File: src/rtl/rfa_rr_request_stage.sv
// Round-robin request-holding stage for the register-file arbiter.
// Holds request pulses, rotates them for the encoder, and registers the grant.
module rfa_rr_request_stage #(
    parameter logic [3:0] PTR_RESET = 4'd0
) (
    input  logic        clk,
    input  logic        rst,
    input  logic [15:0] req,
    input  logic        rf_busy,
    output logic [15:0] enc_in,
    output logic        enc_en,
    input  logic [3:0]  enc_out,
    output logic        grant_valid,
    output logic [3:0]  grant_id,
    output logic [15:0] grant_onehot,
    output logic [15:0] pending
);

    logic [15:0] pending_q, pending_d;
    logic [3:0]  ptr_q, ptr_d;
    logic        gv_q, gv_d;
    logic [3:0]  gid_q, gid_d;
    logic [15:0] goh_q, goh_d;
    logic [15:0] clr_mask;
    logic [3:0]  sel;

    // Rotate pending so the priority holder sits at bit 0
    always_comb begin
        enc_in = 16'({pending_q, pending_q} >> ptr_q);
        enc_en = (|pending_q) & ~rf_busy;
        sel    = enc_out + ptr_q;
    end

    // Grant formation; encoder result only used when enabled
    always_comb begin
        clr_mask = '0;
        ptr_d    = ptr_q;
        gv_d     = 1'b0;
        gid_d    = '0;
        goh_d    = '0;
        if (enc_en) begin
            clr_mask = 16'b1 << sel;
            ptr_d    = sel + 4'd1;
            gv_d     = 1'b1;
            gid_d    = sel;
            goh_d    = 16'b1 << sel;
        end
        pending_d = (pending_q & ~clr_mask) | req;
    end

    // State registers with synchronous reset
    always_ff @(posedge clk) begin
        if (rst) begin
            pending_q <= '0;
            ptr_q     <= PTR_RESET;
            gv_q      <= 1'b0;
            gid_q     <= '0;
            goh_q     <= '0;
        end else begin
            pending_q <= pending_d;
            ptr_q     <= ptr_d;
            gv_q      <= gv_d;
            gid_q     <= gid_d;
            goh_q     <= goh_d;
        end
    end

    assign grant_valid  = gv_q;
    assign grant_id     = gid_q;
    assign grant_onehot = goh_q;
    assign pending      = pending_q;

endmodule

File: config.mk
export PLATFORM = sky130hd
export DESIGN_NAME = rfa_rr_request_stage
export DESIGN_NICKNAME = d
export VERILOG_FILES = /design/src/rtl/rfa_rr_request_stage.sv
export SDC_FILE = /design/constraint.sdc
export NUM_CORES = 1
export LEC_CHECK = 0
export ABC_AREA = 1
export BUFFER_PORTS_ARGS = -buffer_cell sky130_fd_sc_hd__buf_2
export CAP_MARGIN = 30
export CORE_ASPECT_RATIO = 0.9
export CORE_MARGIN = 5
export CORE_UTILIZATION = 57
export CTS_BUF_LIST = sky130_fd_sc_hd__clkbuf_8
export DETAILED_ROUTE_END_ITERATION = 8
export PLACE_DENSITY = 0.88
export SLEW_MARGIN = 0
export SYNTH_ARGS = -nofsm -noshare
export SYNTH_HDL_FRONTEND = slang
export SYNTH_SLANG_ARGS = --single-unit
File: constraint.sdc
create_clock -name clk -period 3.1 [get_ports clk]
set_clock_uncertainty 0.05 [all_clocks]
set_input_delay 0 -clock clk [delete_from_list [all_inputs] [get_ports clk]]
set_output_delay 0 -clock clk [all_outputs]
set_load 0.02 [all_outputs]
==> results of run 1 <==
-- per-layer routing --
layer  routed length [microns]  vias to the layer above  GRT usage  part of all wire
li1                          -                     1354          -                 -
met1                      2860                     1234      0.317              0.40
met2                      3350                      162      0.435              0.46
met3                       735                       31     0.0546              0.10
met4                       266                        0      0.122             0.037
met5                         0                        -          0                 0
-- per-stage QoR --
step / worst slack, ns / instances / hold WS, ns
floorplan: 1.05 / 372 / 0.0840
global placement: 1.12 / 482 / 0.190
detailed placement: 1.05 / 482 / 0.195
CTS: 1.01 / 506 / 0.0551
global route: 0.781 / 506 / 0.0823
finish: 0.950 / 506 / 0.0644
-- worst min-delay path: stages --
cell and delay [ns]:
buf_2 0.08, ha_1 0.20, a21oi_1 0.09
-- path summary, 6_finish.rpt --
path	start	to	slack (ns)	cells after the start
min reg2reg	pending[4]	pending[4]	0.56	3
min	enc_out[0]	ptr_q[0]	0.06	3
max	pending[0]	enc_en	0.95	7
max reg2reg	ptr_q[0]	pending[9]	0.99	8
-- kinds of logic (layout without fill, tap and decap cells) --
| kind of cell | count (synthesis) | after routing |
|---|---|---|
| mux | 16 | 16 |
| fa+ha+maj | 5 | 5 |
| flops | 41 | 41 |
| simple gates | 168 | 168 |
| compound gates | 73 | 73 |
| buf+inv | 69 | 155 |
-- where the power goes --
group / leakage [nW] / internal, mW / switching [mW]
clock: 0.0574 / 0.262 / 0.190
sequential: 0.338 / 0.559 / 0.0365
combinational: 1.28 / 0.224 / 0.431
total: 1.67 / 1.05 / 0.657
-- state kept, by name, indices dropped and copies added (netlist names) --
signal        cells
grant_onehot     16
pending          16
grant_id          4
ptr_q             4
grant_valid       1
-- area by class of cell --
type / instances / area, sq um / area share
multi-input cells: 262 / 1320 / 0.429
well taps: 48 / 60.1 / 0.0194
flip-flops and latches: 41 / 821 / 0.266
repair buffers: 96 / 571 / 0.185
inverters: 51 / 194 / 0.0628
clock buffers: 6 / 82.6 / 0.0267
clock inverters: 2 / 37.5 / 0.0122
-- layout by cell type (no fill, tap or decap), types with 16 or more instances in the layout --
cell type      count
dlygate4sd3_1     16
dfxtp_1           41
o21bai_1          16
nor2_1            24
nand2_1          105
inv_1             47
nand3_1           18
a21oi_1           20
o21ai_0           29
mux2i_1           16
buf_2             76
nor3_1            17
-- timing repair --
action | 4_1_cts | 5_1_grt
hold buffers | 16 | 0
buffers inserted | 0 | 0
endpoints found under the hold margin | 16 | 0
==> metrics, run 1 <==
GPL Wtd Cong 0.934; via count 2781; synthesized area per cell 6.56 sq um; H-tree levels 2; Layout area overhead 26.7%; Total Routing Usage GR 0.259; Buf+Inv Stages, Crit Path 2; simple-gate share of the synthesized area 0.282; Finished Cell Area 3090 sq um; WL final 7210 microns; Post-DP Area 2810 sq um; post-synth top area share 0.337; Longest Clk Path Bufs 2; FP Rows 22; CP endpoint kind output pin; Synthesized Nets 400; Synth Cell Area 2440 sq um; setup TNS 0 ns; Post-synth EDFFs 0; Initial Util 0.595; DR WL/cell 14.2 microns; Adder-Cell Fraction of Synth Area 0.0287; minimum clock period 2.15 ns; Peak VDD IR 415 uV; critical path's top delay family simple AND/OR/NAND/NOR gates; clock tree sinks 41; total power 1.70 mW; crit path max fanout 23; CTS root buffer clkbuf_8; crit start category flip-flop; Setup Crit Path Kind flip-flop to output pin; mux cell area share after synthesis 0.0657; top cell type by total area after synthesis dfxtp_1; CTS Buf Count 5; Util after Layout 0.753; hold crit path type input port to flip-flop; post-DR vias/cell 5.50; Synth Area in Compound Gates 0.166; layout cells sized above 1 0.207; Ys Warns 0; Slew Viols, Final 0; Final setup viols 0; RSZ-0062 raised after global routing no; I/O Pins 77; synth unique cells 22; max_slew headroom 0.467; post-CTS resize count 0; Detail Route Antenna Nets 0; global-route wire length before repair 11800 microns; power per cell area 551 nW/um^2; status finished, final reports clean; Synth Register Bits 41; fillers 312; worst-skew pair later-pin latency 0.30 ns; DRT iter0 DRCs 301; core area 4100 sq um; leakage 1.67 nW; DRC 0; slowest CP cell nand2_1; Final Hold Violating Endpoints 0; Synth area leaders dfxtp_1 (34%), nand2_1 (16%), inv_1 (7.2%); Syn Inst Count 372; most numerous cell in the Yosys netlist nand2_1; Crit path required time 3.05 ns; Max Clock Freq 465 MHz; largest family of logic cells by synthesized area simple AND/OR/NAND/NOR gates; Horiz. Die Dim 78.9 microns; post-DP HPWL 5310 microns; CP peak stage delay 0.58 ns; largest net degree at the start of global routing 35; initial antenna violation count 0; critical path's most frequent cell nand2_1; sequential area share after synthesis 0.337; Final Cycle Share 0.694; MaxCap Viol Count 0; vias in the first global route 2600; Commonest cells post-synth nand2_1 (105), inv_1 (47), dfxtp_1 (41); die height 72.1 microns; crit path cell chain nor2_1 -> nand2_1 -> nor2_1 -> nand2_1 -> nand2_1 -> inv_1 -> buf_2; ys async rst share 0; Slew @ Worst Pin 0.797 ns; Crit path arrival time 2.10 ns; drt pass-1 iters 5; XOR/XNOR share of the synthesized area 0; Reg clk slew, reported paths 0.08 ns; I/O Buffers 76; Main synth FF type dfxtp_1; Final nets 485; Ant. Diodes 0; Die ar. 5690 sq um; TritonCTS clock tree yes; total gr overflow 0
No activity file was read; power rests on OpenSTA's default activity.
==> inputs of run 2 (changes only) <==
--- a/config.mk
+++ b/config.mk
@@ -10,10 +10,10 @@
 export CAP_MARGIN = 30
 export CORE_ASPECT_RATIO = 0.9
 export CORE_MARGIN = 5
-export CORE_UTILIZATION = 57
+export CORE_UTILIZATION = 53
 export CTS_BUF_LIST = sky130_fd_sc_hd__clkbuf_8
 export DETAILED_ROUTE_END_ITERATION = 8
-export PLACE_DENSITY = 0.88
+export PLACE_DENSITY = 0.83
 export SLEW_MARGIN = 0
 export SYNTH_ARGS = -nofsm -noshare
 export SYNTH_HDL_FRONTEND = slang
==> constraint.sdc (replaced) <==
create_clock -name clk -period 2.2 [get_ports clk]
set_clock_uncertainty 0.05 [all_clocks]
set_input_delay 0 -clock clk [delete_from_list [all_inputs] [get_ports clk]]
set_output_delay 0 -clock clk [all_outputs]
set_load 0.02 [all_outputs]
==> metrics, run 2 (synthesis gave the netlist of run 1 again) <==
Reg clk slew, reported paths 0.08 ns; worst-skew pair later-pin latency 0.30 ns; I/O Buffers 76; total gr overflow 0; GPL Wtd Cong 0.896; post-route insts no fill 523; crit path max fanout 4; crit path cell chain ha_1 -> inv_1 -> fa_1 -> inv_1 -> nand2_1 -> inv_1 -> ha_1 -> nand3_1 -> o21bai_1 -> a21oi_1; Final Cycle Share 0.945; dpl cells 499; Initial Util 0.547; hold crit path type input port to flip-flop; power per cell area 729 nW/um^2; DRC 0; vias in the first global route 2585; fillers 392; Setup Crit Path Kind flip-flop to flip-flop; Final nets 488; post-DR vias/cell 5.24; die height 74.4 microns; status finished, final reports clean; Clk network pwr share 0.218; MaxCap Viol Count 0; Layout area overhead 27.5%; Switch Pwr 0.934 mW; core area 4460 sq um; setup TNS 0 ns; Total Routing Usage GR 0.248; minimum clock period 2.08 ns; FP Rows 23; Peak VDD IR 485 uV; RSZ-0062 raised after global routing no; post-CTS resize count 0; fin worst setup slack 0.121 ns; via count 2740; Longest Clk Path Bufs 2; WL final 7190 microns; Final setup viols 0; critical path's most frequent cell inv_1; most common cell after layout, fill and taps aside nand2_1; Final Hold Violating Endpoints 0; drt pass-1 iters 7; leakage 1.68 nW; CTS root buffer clkbuf_8; global-route wire length before repair 11700 microns; DR WL/cell 13.7 microns; Horiz. Die Dim 81.5 microns; Reg2Reg Depth 10; clock tree sinks 41; Max Clock Freq 481 MHz; CP peak stage delay 0.51 ns; logic gate share of total power 0.417; total power 2.27 mW; Switching Fraction 0.412; post-DP HPWL 5360 microns; Finished Cell Area 3110 sq um; hold depth 3; DRT iter0 DRCs 381; Post-DP Area 2860 sq um; largest net degree at the start of global routing 36; I/O Pins 77; CP endpoint kind flip-flop; commonest non-fill, non-tap cells in the layout nand2_1 (105), buf_2 (76), inv_1 (48), dfxtp_1 (41), o21ai_0 (29); Util after Layout 0.697; slowest CP cell fa_1; Die ar. 6060 sq um; Slew @ Worst Pin 0.606 ns; Ant. Diodes 0; TritonCTS clock tree yes; crit start category flip-flop; Crit path required time 2.31 ns; post-CTS setup buffer count 0; Setup WS pre-CTS 0.188 ns; Crit path arrival time 2.19 ns; sequential share of power 0.365; initial antenna violation count 0; Detail Route Antenna Nets 0; max_slew headroom 0.596; H-tree levels 2; hold slack final 0.0517 ns; Slew Viols, Final 0; Internal 1.33 mW; CTS Buf Count 5; layout cells sized above 1 0.210
-- run 2: final timing paths --
path,from,endpoint,slack (ns)
worst min-delay path,enc_out[0],ptr_q[0],0.05
worst max register to register,ptr_q[0],pending[7],0.12
worst min register to register,pending[10],pending[10],0.56
worst max-delay path,ptr_q[0],pending[7],0.12
-- run 2: power by group through the flow --
stage | logic (mW) | registers, mW | clock network, mW
4_1_cts | 0.937 | 0.826 | 0.499
2_1_floorplan | 0.609 | 0.882 | 0
6_report | 0.945 | 0.828 | 0.495
3_3_place_gp | 0.889 | 0.843 | 0
3_5_place_dp | 0.912 | 0.843 | 0
5_1_grt | 1.05 | 0.832 | 0.530
-- run 2: layout make-up --
class / instances / area, sq um / area share
Tap cell: 62 / 77.6 / 0.0249
Sequential cell: 41 / 821 / 0.264
Inverter: 51 / 194 / 0.0624
Timing Repair Buffer: 99 / 606 / 0.195
Clock buffer: 5 / 68.8 / 0.0221
Multi-Input combinational cell: 262 / 1320 / 0.426
Clock inverter: 3 / 18.8 / 0.00604
-- run 2: metal layers --
| metal | part of all wire | wire length, microns | vias to the layer above | GRT usage |
|---|---|---|---|---|
| li1 | - | - | 1365 | - |
| met1 | 0.41 | 2980 | 1212 | 0.298 |
| met2 | 0.48 | 3430 | 140 | 0.432 |
| met3 | 0.085 | 611 | 23 | 0.0533 |
| met4 | 0.023 | 168 | 0 | 0.0938 |
| met5 | 0 | 0 | - | 0 |
-- run 2: worst max-delay path, delay by kind of cell, from the launching register on --
kind,cells,cell delay [ns]
DFF,1,0.33
and+or+nand+nor,2,0.21
AOI/OAI and AO/OA,2,0.24
adders and majority gates,3,0.86
buffers and inverters,3,0.23
-- run 2: repair_timing --
action	in CTS	in global routing
setup endpoints to repair	0	0
hold buffers	16	0
hold endpoints to repair	16	0
